**config.mk**
```make
export PLATFORM = sky130hd
export DESIGN_NAME = out_sig_collector_flat
export DESIGN_NICKNAME = d
export VERILOG_FILES = /design/src/rtl/out_sig_collector_pkg.sv /design/src/rtl/out_sig_collector_if.sv /design/src/rtl/out_sig_collector_xor_fold.sv /design/src/rtl/out_sig_collector.sv /design/src/flat_wrapper.sv
export SDC_FILE = /design/constraint.sdc
export NUM_CORES = 1
export LEC_CHECK = 0
export ABC_AREA = 1
export BUFFER_PORTS_ARGS = -buffer_cell sky130_fd_sc_hd__buf_2
export CORE_MARGIN = 8
export CORE_UTILIZATION = 25
export CTS_BUF_LIST = sky130_fd_sc_hd__clkbuf_4 sky130_fd_sc_hd__clkbuf_8 sky130_fd_sc_hd__clkbuf_16
export CTS_CLUSTER_DIAMETER = 100
export DETAILED_ROUTE_END_ITERATION = 16
export RECOVER_POWER = 25
export SETUP_SLACK_MARGIN = 0.02
export SYNTH_ARGS = -nofsm -noshare
export SYNTH_HDL_FRONTEND = slang
export SYNTH_SLANG_ARGS = --single-unit
```
**constraint.sdc**
```tcl
create_clock -name ap_clk -period 2.2 [get_ports ap_clk]
set_input_delay 0.11 -clock ap_clk [delete_from_list [all_inputs] [get_ports ap_clk]]
set_output_delay 0.11 -clock ap_clk [all_outputs]
set_load 0.005 [all_outputs]
```
**src/rtl/out_sig_collector_pkg.sv**
```systemverilog
// Shared types and defaults for the output signature collector.
package out_sig_pkg;

   typedef enum logic [1:0] {
      ST_IDLE   = 2'd0,
      ST_RUN    = 2'd1,
      ST_DRAIN  = 2'd2,
      ST_REPORT = 2'd3
   } state_e;

   localparam logic [31:0] DEF_SIG_POLY = 32'h04C11DB7;
   localparam logic [31:0] DEF_SIG_SEED = 32'h0000_0000;

   localparam logic MODE_STREAM = 1'b0;
   localparam logic MODE_SIG    = 1'b1;

   // Width of the intermediate byte fold
   localparam int unsigned FOLD1_W = 8;

endpackage

```
**src/rtl/out_sig_collector_if.sv**
```systemverilog
// Kernel-side bundle of the collector: run control, channel words and reported results.
interface out_sig_collector_if #(
   parameter int unsigned DIN_W  = 32,
   parameter int unsigned NUM_CH = 1,
   parameter int unsigned DOUT_W = 4,
   parameter int unsigned CNT_W  = 16
);
   logic                     ap_start;
   logic                     ap_done;
   logic                     mode;
   logic [NUM_CH*DIN_W-1:0]  ch_din;
   logic [NUM_CH-1:0]        ch_write;
   logic [DOUT_W-1:0]        data_out;
   logic                     data_valid;
   logic [DIN_W-1:0]         sig_out;
   logic                     sig_valid;
   logic [CNT_W-1:0]         word_cnt;
   logic                     cnt_sat;

   modport master (
      output ap_start, ap_done, mode, ch_din, ch_write,
      input  data_out, data_valid, sig_out, sig_valid, word_cnt, cnt_sat
   );

   modport slave (
      input  ap_start, ap_done, mode, ch_din, ch_write,
      output data_out, data_valid, sig_out, sig_valid, word_cnt, cnt_sat
   );
endinterface

```
**src/rtl/out_sig_collector_xor_fold.sv**
```systemverilog
// Combinational reducer: XORs IN_W bits together in OUT_W-bit slices (top slice zero-padded).
module xor_fold #(
   parameter int unsigned IN_W  = 32,
   parameter int unsigned OUT_W = 8
) (
   input  logic [IN_W-1:0]  din,
   output logic [OUT_W-1:0] fold_c
);
   import out_sig_pkg::*;

   localparam int unsigned N_SLICE = (IN_W + OUT_W - 1) / OUT_W;
   localparam int unsigned PAD_W   = N_SLICE * OUT_W;

   logic [PAD_W-1:0] din_pad;

   always_comb begin
      din_pad = PAD_W'(din);
      fold_c  = '0;
      for (int unsigned i = 0; i < N_SLICE; i++) begin
         fold_c = fold_c ^ din_pad[i*OUT_W +: OUT_W];
      end
   end
endmodule

```
**src/rtl/out_sig_collector.sv**
```systemverilog
// Compacts kernel output channels into a folded narrow stream, or a per-run MISR signature and word count.
module out_sig_collector
   import out_sig_pkg::*;
#(
   parameter int unsigned      DIN_W    = 32,
   parameter int unsigned      NUM_CH   = 1,
   parameter int unsigned      DOUT_W   = 4,
   parameter int unsigned      CNT_W    = 16,
   parameter logic [DIN_W-1:0] SIG_POLY = DIN_W'(DEF_SIG_POLY),
   parameter logic [DIN_W-1:0] SIG_SEED = DIN_W'(DEF_SIG_SEED)
) (
   input logic               ap_clk,
   input logic               ap_rst,
   out_sig_collector_if.slave bus
);
   localparam int unsigned       SUM_W   = CNT_W + 4;
   localparam logic [SUM_W-1:0]  CNT_MAX = SUM_W'({CNT_W{1'b1}});

   state_e               state_q, state_d;
   logic                 mode_q, mode_d;
   logic [DIN_W-1:0]     misr_q, misr_d;
   logic [CNT_W-1:0]     cnt_q, cnt_d;
   logic                 sat_q, sat_d;
   logic [DIN_W-1:0]     sig_q, sig_d;
   logic                 sig_valid_q, sig_valid_d;
   logic [FOLD1_W-1:0]   fold1_q, fold1_d;
   logic                 valid1_q, valid1_d;
   logic [DOUT_W-1:0]    dout_q, dout_d;
   logic                 dvalid_q, dvalid_d;

   logic [FOLD1_W-1:0]   byte_fold_c [NUM_CH];
   logic [DOUT_W-1:0]    out_fold_c;
   logic [DIN_W-1:0]     comb_c;
   logic [DIN_W-1:0]     misr_next_c;
   logic [SUM_W-1:0]     pop_c;
   logic [SUM_W-1:0]     sum_c;

   for (genvar g = 0; g < NUM_CH; g++) begin : g_ch
      xor_fold #(.IN_W(DIN_W), .OUT_W(FOLD1_W)) u_byte_fold (
         .din    (bus.ch_din[g*DIN_W +: DIN_W]),
         .fold_c (byte_fold_c[g])
      );
   end

   xor_fold #(.IN_W(FOLD1_W), .OUT_W(DOUT_W)) u_out_fold (
      .din    (fold1_q),
      .fold_c (out_fold_c)
   );

   // Two-stage stream fold plus per-cycle channel combine for the MISR and counter
   always_comb begin
      fold1_d = '0;
      comb_c  = '0;
      pop_c   = '0;
      for (int unsigned c = 0; c < NUM_CH; c++) begin
         if (bus.ch_write[c]) begin
            fold1_d = fold1_d ^ byte_fold_c[c];
            comb_c  = comb_c ^ bus.ch_din[c*DIN_W +: DIN_W];
            pop_c   = pop_c + SUM_W'(1);
         end
      end
      valid1_d    = |bus.ch_write;
      dvalid_d    = valid1_q && (mode_q == MODE_STREAM);
      dout_d      = dvalid_d ? out_fold_c : '0;
      sum_c       = SUM_W'(cnt_q) + pop_c;
      misr_next_c = {misr_q[DIN_W-2:0], 1'b0}
                  ^ (misr_q[DIN_W-1] ? SIG_POLY : '0)
                  ^ comb_c;
   end

   // Run control; DRAIN lines the report up with the two-stage stream latency
   always_comb begin
      state_d     = state_q;
      mode_d      = mode_q;
      misr_d      = misr_q;
      cnt_d       = cnt_q;
      sat_d       = sat_q;
      sig_d       = sig_q;
      sig_valid_d = 1'b0;
      unique case (state_q)
         ST_IDLE: begin
            if (bus.ap_start) begin
               state_d = ST_RUN;
               mode_d  = bus.mode;
               misr_d  = SIG_SEED;
               cnt_d   = '0;
               sat_d   = 1'b0;
               sig_d   = '0;
            end
         end
         ST_RUN: begin
            if (valid1_d) begin
               if (mode_q == MODE_SIG) misr_d = misr_next_c;
               if (sum_c > CNT_MAX) begin
                  cnt_d = '1;
                  sat_d = 1'b1;
               end else begin
                  cnt_d = CNT_W'(sum_c);
               end
            end
            if (bus.ap_done) state_d = ST_DRAIN;
         end
         ST_DRAIN: begin
            state_d = ST_REPORT;
            if (mode_q == MODE_SIG) begin
               sig_valid_d = 1'b1;
               sig_d       = misr_q;
            end
         end
         ST_REPORT: state_d = ST_IDLE;
         default:   state_d = ST_IDLE;
      endcase
   end

   always_ff @(posedge ap_clk) begin
      if (ap_rst) begin
         state_q     <= ST_IDLE;
         mode_q      <= MODE_STREAM;
         misr_q      <= SIG_SEED;
         cnt_q       <= '0;
         sat_q       <= 1'b0;
         sig_q       <= '0;
         sig_valid_q <= 1'b0;
         fold1_q     <= '0;
         valid1_q    <= 1'b0;
         dout_q      <= '0;
         dvalid_q    <= 1'b0;
      end else begin
         state_q     <= state_d;
         mode_q      <= mode_d;
         misr_q      <= misr_d;
         cnt_q       <= cnt_d;
         sat_q       <= sat_d;
         sig_q       <= sig_d;
         sig_valid_q <= sig_valid_d;
         fold1_q     <= fold1_d;
         valid1_q    <= valid1_d;
         dout_q      <= dout_d;
         dvalid_q    <= dvalid_d;
      end
   end

   assign bus.data_out   = dout_q;
   assign bus.data_valid = dvalid_q;
   assign bus.sig_out    = sig_q;
   assign bus.sig_valid  = sig_valid_q;
   assign bus.word_cnt   = cnt_q;
   assign bus.cnt_sat    = sat_q;
endmodule

```
**src/flat_wrapper.sv**
```systemverilog
// flat-port wrapper written by rule: the top's interface ports become plain ports
module out_sig_collector_flat import out_sig_pkg::*;
#(
   parameter int unsigned      DIN_W    = 32,
   parameter int unsigned      NUM_CH   = 1,
   parameter int unsigned      DOUT_W   = 4,
   parameter int unsigned      CNT_W    = 16,
   parameter logic [DIN_W-1:0] SIG_POLY = DIN_W'(DEF_SIG_POLY),
   parameter logic [DIN_W-1:0] SIG_SEED = DIN_W'(DEF_SIG_SEED)
)
  (ap_clk, ap_rst, bus_ap_start, bus_ap_done, bus_mode, bus_ch_din, bus_ch_write, bus_data_out, bus_data_valid, bus_sig_out, bus_sig_valid, bus_word_cnt, bus_cnt_sat);
  out_sig_collector_if #(.DIN_W(DIN_W), .NUM_CH(NUM_CH), .DOUT_W(DOUT_W), .CNT_W(CNT_W)) bus_i ();
  input logic ap_clk;
  input logic ap_rst;
  input wire logic [$bits(bus_i.ap_start)-1:0] bus_ap_start;
  input wire logic [$bits(bus_i.ap_done)-1:0] bus_ap_done;
  input wire logic [$bits(bus_i.mode)-1:0] bus_mode;
  input wire logic [$bits(bus_i.ch_din)-1:0] bus_ch_din;
  input wire logic [$bits(bus_i.ch_write)-1:0] bus_ch_write;
  output wire logic [$bits(bus_i.data_out)-1:0] bus_data_out;
  output wire logic [$bits(bus_i.data_valid)-1:0] bus_data_valid;
  output wire logic [$bits(bus_i.sig_out)-1:0] bus_sig_out;
  output wire logic [$bits(bus_i.sig_valid)-1:0] bus_sig_valid;
  output wire logic [$bits(bus_i.word_cnt)-1:0] bus_word_cnt;
  output wire logic [$bits(bus_i.cnt_sat)-1:0] bus_cnt_sat;
  assign bus_i.ap_start = bus_ap_start;
  assign bus_i.ap_done = bus_ap_done;
  assign bus_i.mode = bus_mode;
  assign bus_i.ch_din = bus_ch_din;
  assign bus_i.ch_write = bus_ch_write;
  assign bus_data_out = bus_i.data_out;
  assign bus_data_valid = bus_i.data_valid;
  assign bus_sig_out = bus_i.sig_out;
  assign bus_sig_valid = bus_i.sig_valid;
  assign bus_word_cnt = bus_i.word_cnt;
  assign bus_cnt_sat = bus_i.cnt_sat;
  out_sig_collector #(.DIN_W(DIN_W), .NUM_CH(NUM_CH), .DOUT_W(DOUT_W), .CNT_W(CNT_W), .SIG_POLY(SIG_POLY), .SIG_SEED(SIG_SEED)) u_core (.ap_clk(ap_clk), .ap_rst(ap_rst), .bus(bus_i));
endmodule
```
==> results.json <==
{
  "utilization_pct": 30.76,
  "pwr-share-clk_pct": 25.6,
  "clkLatencyLatePin_ns": 0.36,
  "fin_area_um2": 6007,
  "combPwrFrac_pct": 36.5,
  "die_h_um": 157.4,
  "die_area_um2": 24790,
  "gp_congestion": 0.8884,
  "synth_most_common_cell": "nand2_1",
  "p_leak_nw": 2.494,
  "synth_top_area_share_pct": 39.63,
  "endpoint_kind": "flip-flop",
  "numCtsBuffers": 9,
  "drt_iter0_markers": 388,
  "peakVddDrop_mv": 0.5165,
  "grt_max_degree": 36,
  "synth_cell_types": 32,
  "ys.flop_type": "dfxtp_1",
  "switching_power_mw": 2.603,
  "period_share_pct": 83.16,
  "grt_usage_pct": 12.47,
  "start_util_pct": 25.61,
  "internal_power_mw": 3.667,
  "final-max-slew-violation-count": 0,
  "htreeDepth": 3,
  "wl_per_cell_um": 14.47,
  "required_ns": 2.43,
  "finalPower_mw": 6.270,
  "synth-compound-area-share_pct": 18.14,
  "sw_frac_of_total_pct": 41.51,
  "clk_path_buf_depth": 2,
  "ant_nets": 0,
  "vias_per_cell": 4.471,
  "rsz0062_at_grt": "no",
  "n_fill_cell": 2183,
  "io_pins": 93,
  "place_hpwl_um": 11270,
  "syn_area_um2": 5001,
  "gr-total-overflow": 0,
  "grt_pass1_vias": 4388,
  "synth_nets": 744,
  "n_antenna_cell": 0,
  "synth_fa_ha_area_share_pct": 1.251,
  "final_cell_count_no_fill": 1053,
  "port_buffers": 92,
  "coreArea_um2": 19530,
  "tightest_slew_ns": 0.8158,
  "place_inst": 1037,
  "yosys_warnings": 0,
  "synthTopCellsByArea": "dfxtp_1 (40%), nand2_1 (9.6%), a21oi_1 (8.0%), nand3_1 (6.8%), nor2_1 (5.2%)",
  "dr_total_vias": 4708,
  "postSynthCellCount": 701,
  "holdCritPathClass": "input port to flip-flop",
  "report.final.setup_viol": 0,
  "worstPathMaxFanout": 27,
  "cap_violations": 0,
  "grt_pass1_wl_um": 24230,
  "root_buffer": "clkbuf_16",
  "die_w_um": 157.4,
  "row_count": 51,
  "ys_seq_area_share_pct": 39.63,
  "grt_antenna_before_repair": 3,
  "maxSlewHeadroom_pct": 45.61,
  "timing.hold.ws_ns": 0.05333,
  "fmaxAchievable_mhz": 546.6,
  "postPlaceCellArea_um2": 5741,
  "synth_commonest_cells": "nand2_1 (128), dfxtp_1 (99), a21oi_1 (80), nor2_1 (69), nand3_1 (68)",
  "area_growth_pct": 20.12,
  "path_clk_slew_ns": 0.08,
  "synth-edff-count": 0,
  "dr.pass1.iters": 4,
  "finalHoldViolations": 0,
  "powerDensity_nw_per_um2": 1044,
  "place_ws_ns": 0.1121,
  "status": "finished, final reports clean",
  "setup_ws_ns": 0.3704,
  "synth.avg_cell_area_um2": 7.134,
  "drc_errors": 0,
  "arrival_ns": 2.06,
  "tritoncts": "yes",
  "drive_gt1_share_pct": 16.24,
  "final.min_clock_period_ns": 1.830,
  "muxShareOfSynthArea_pct": 0,
  "synth-seq-cells": 99,
  "synth-simple-area-share_pct": 24.57,
  "synth_xor_area_share_pct": 7.531,
  "wl_um": 15240,
  "yosys.area.top_type": "dfxtp_1",
  "cts_sinks": 99,
  "sequentialPowerShare_pct": 37.9,
  "ys_async_sr_fraction_pct": 0,
  "worstSetupStartpointType": "flip-flop",
  "synth_top_family_by_area": "simple AND/OR/NAND/NOR gates",
  "fin_nets": 826,
  "finClkSkew_ns": 0.01481,
  "fin_setup_tns_ns": 0,
  "worstSetupPathType": "flip-flop to flip-flop"
}
==> metal layers <==
metal / global-route usage [%] / vias up / share of wire [%]
li1: - / 2452 / -
met1: 16.96 / 2112 / 49
met2: 18.71 / 122 / 43
met3: 3.674 / 16 / 6.4
met4: 3.445 / 6 / 1.3
met5: 0 / - / 0.20
==> worst max-delay path: stages, from the launching register on <==
cell and delay [ns]:
dfxtp_1 0.33, inv_1 0.07, ha_1 0.23, nand2_1 0.10, o21ai_0 0.09, nand2_1 0.13, clkinvlp_4 0.44, nand3_1 0.23
a21oi_1 0.08
==> state kept, by name (all words and copies together), names as in the netlist, 2 cells and up <==
name	flops
u_core.fold1_q	8
u_core.misr_q	32
u_core.bus.data_out	4
u_core.state_q	2
u_core.bus.word_cnt	16
u_core.bus.sig_out	32
==> cells in the final DEF, fill, tap and decap left out, types with 3 or more instances in the layout <==
master,count
or2_2,9
buf_4,13
a31oi_1,12
inv_2,3
o21ai_2,14
dfxtp_1,99
inv_1,67
xor2_1,27
nand3_1,68
clkbuf_1,32
clkbuf_16,9
nor2_1,69
a22oi_1,5
buf_2,61
nand2_1,128
a21oi_1,80
xnor2_1,16
nand2_2,3
ha_1,5
o21ai_0,47
==> kinds of logic after synthesis <==
kind of cell / count (synthesis)
and+or+nand+nor: 285
buffers and inverters: 107
AOI/OAI and AO/OA: 162
adders and majority gates: 5
xor gates and xnor gates: 43
DFF: 99
==> timing repair <==
item | 4_1_cts | 5_1_grt
buffers inserted | 0 | 0
gates resized for setup | 0 | 1
hold buffers | 0 | 0
endpoints found under the setup margin | 0 | 27
==> power by group through the flow <==
stage / Sequential [mW] / Combinational (mW) / Clock (mW)
after detailed placement: 2.41 / 2.29 / 0
after CTS: 2.37 / 2.30 / 1.66
after global placement: 2.42 / 2.26 / 0
final: 2.38 / 2.29 / 1.61
after floorplan: 2.30 / 1.78 / 0
after global routing: 2.42 / 2.59 / 1.72
==> final timing paths <==
path / start / end / slack, ns / cells past startpoint
max reg2reg: u_core.state_q[0] / u_core.bus.sig_out[22] / 0.37 / 8
max: u_core.state_q[0] / u_core.bus.sig_out[22] / 0.37 / 8
min: bus_ch_din[27] / u_core.fold1_q[3] / 0.05 / 4
min reg2reg: u_core.bus.sig_out[2] / u_core.bus.sig_out[2] / 0.47 / 2
==> area by class of cell <==
type	count	area, um^2	area share, %
sequential	99	1982	32.99
clock inverter	7	80.08	1.333
timing repair buffer	107	543.0	9.040
inverter	71	270.3	4.499
tap	265	331.6	5.520
clock buffer	9	225.2	3.749
multi-input combinational	495	2575	42.87
Note: power is estimated with default switching activity, not from simulation.
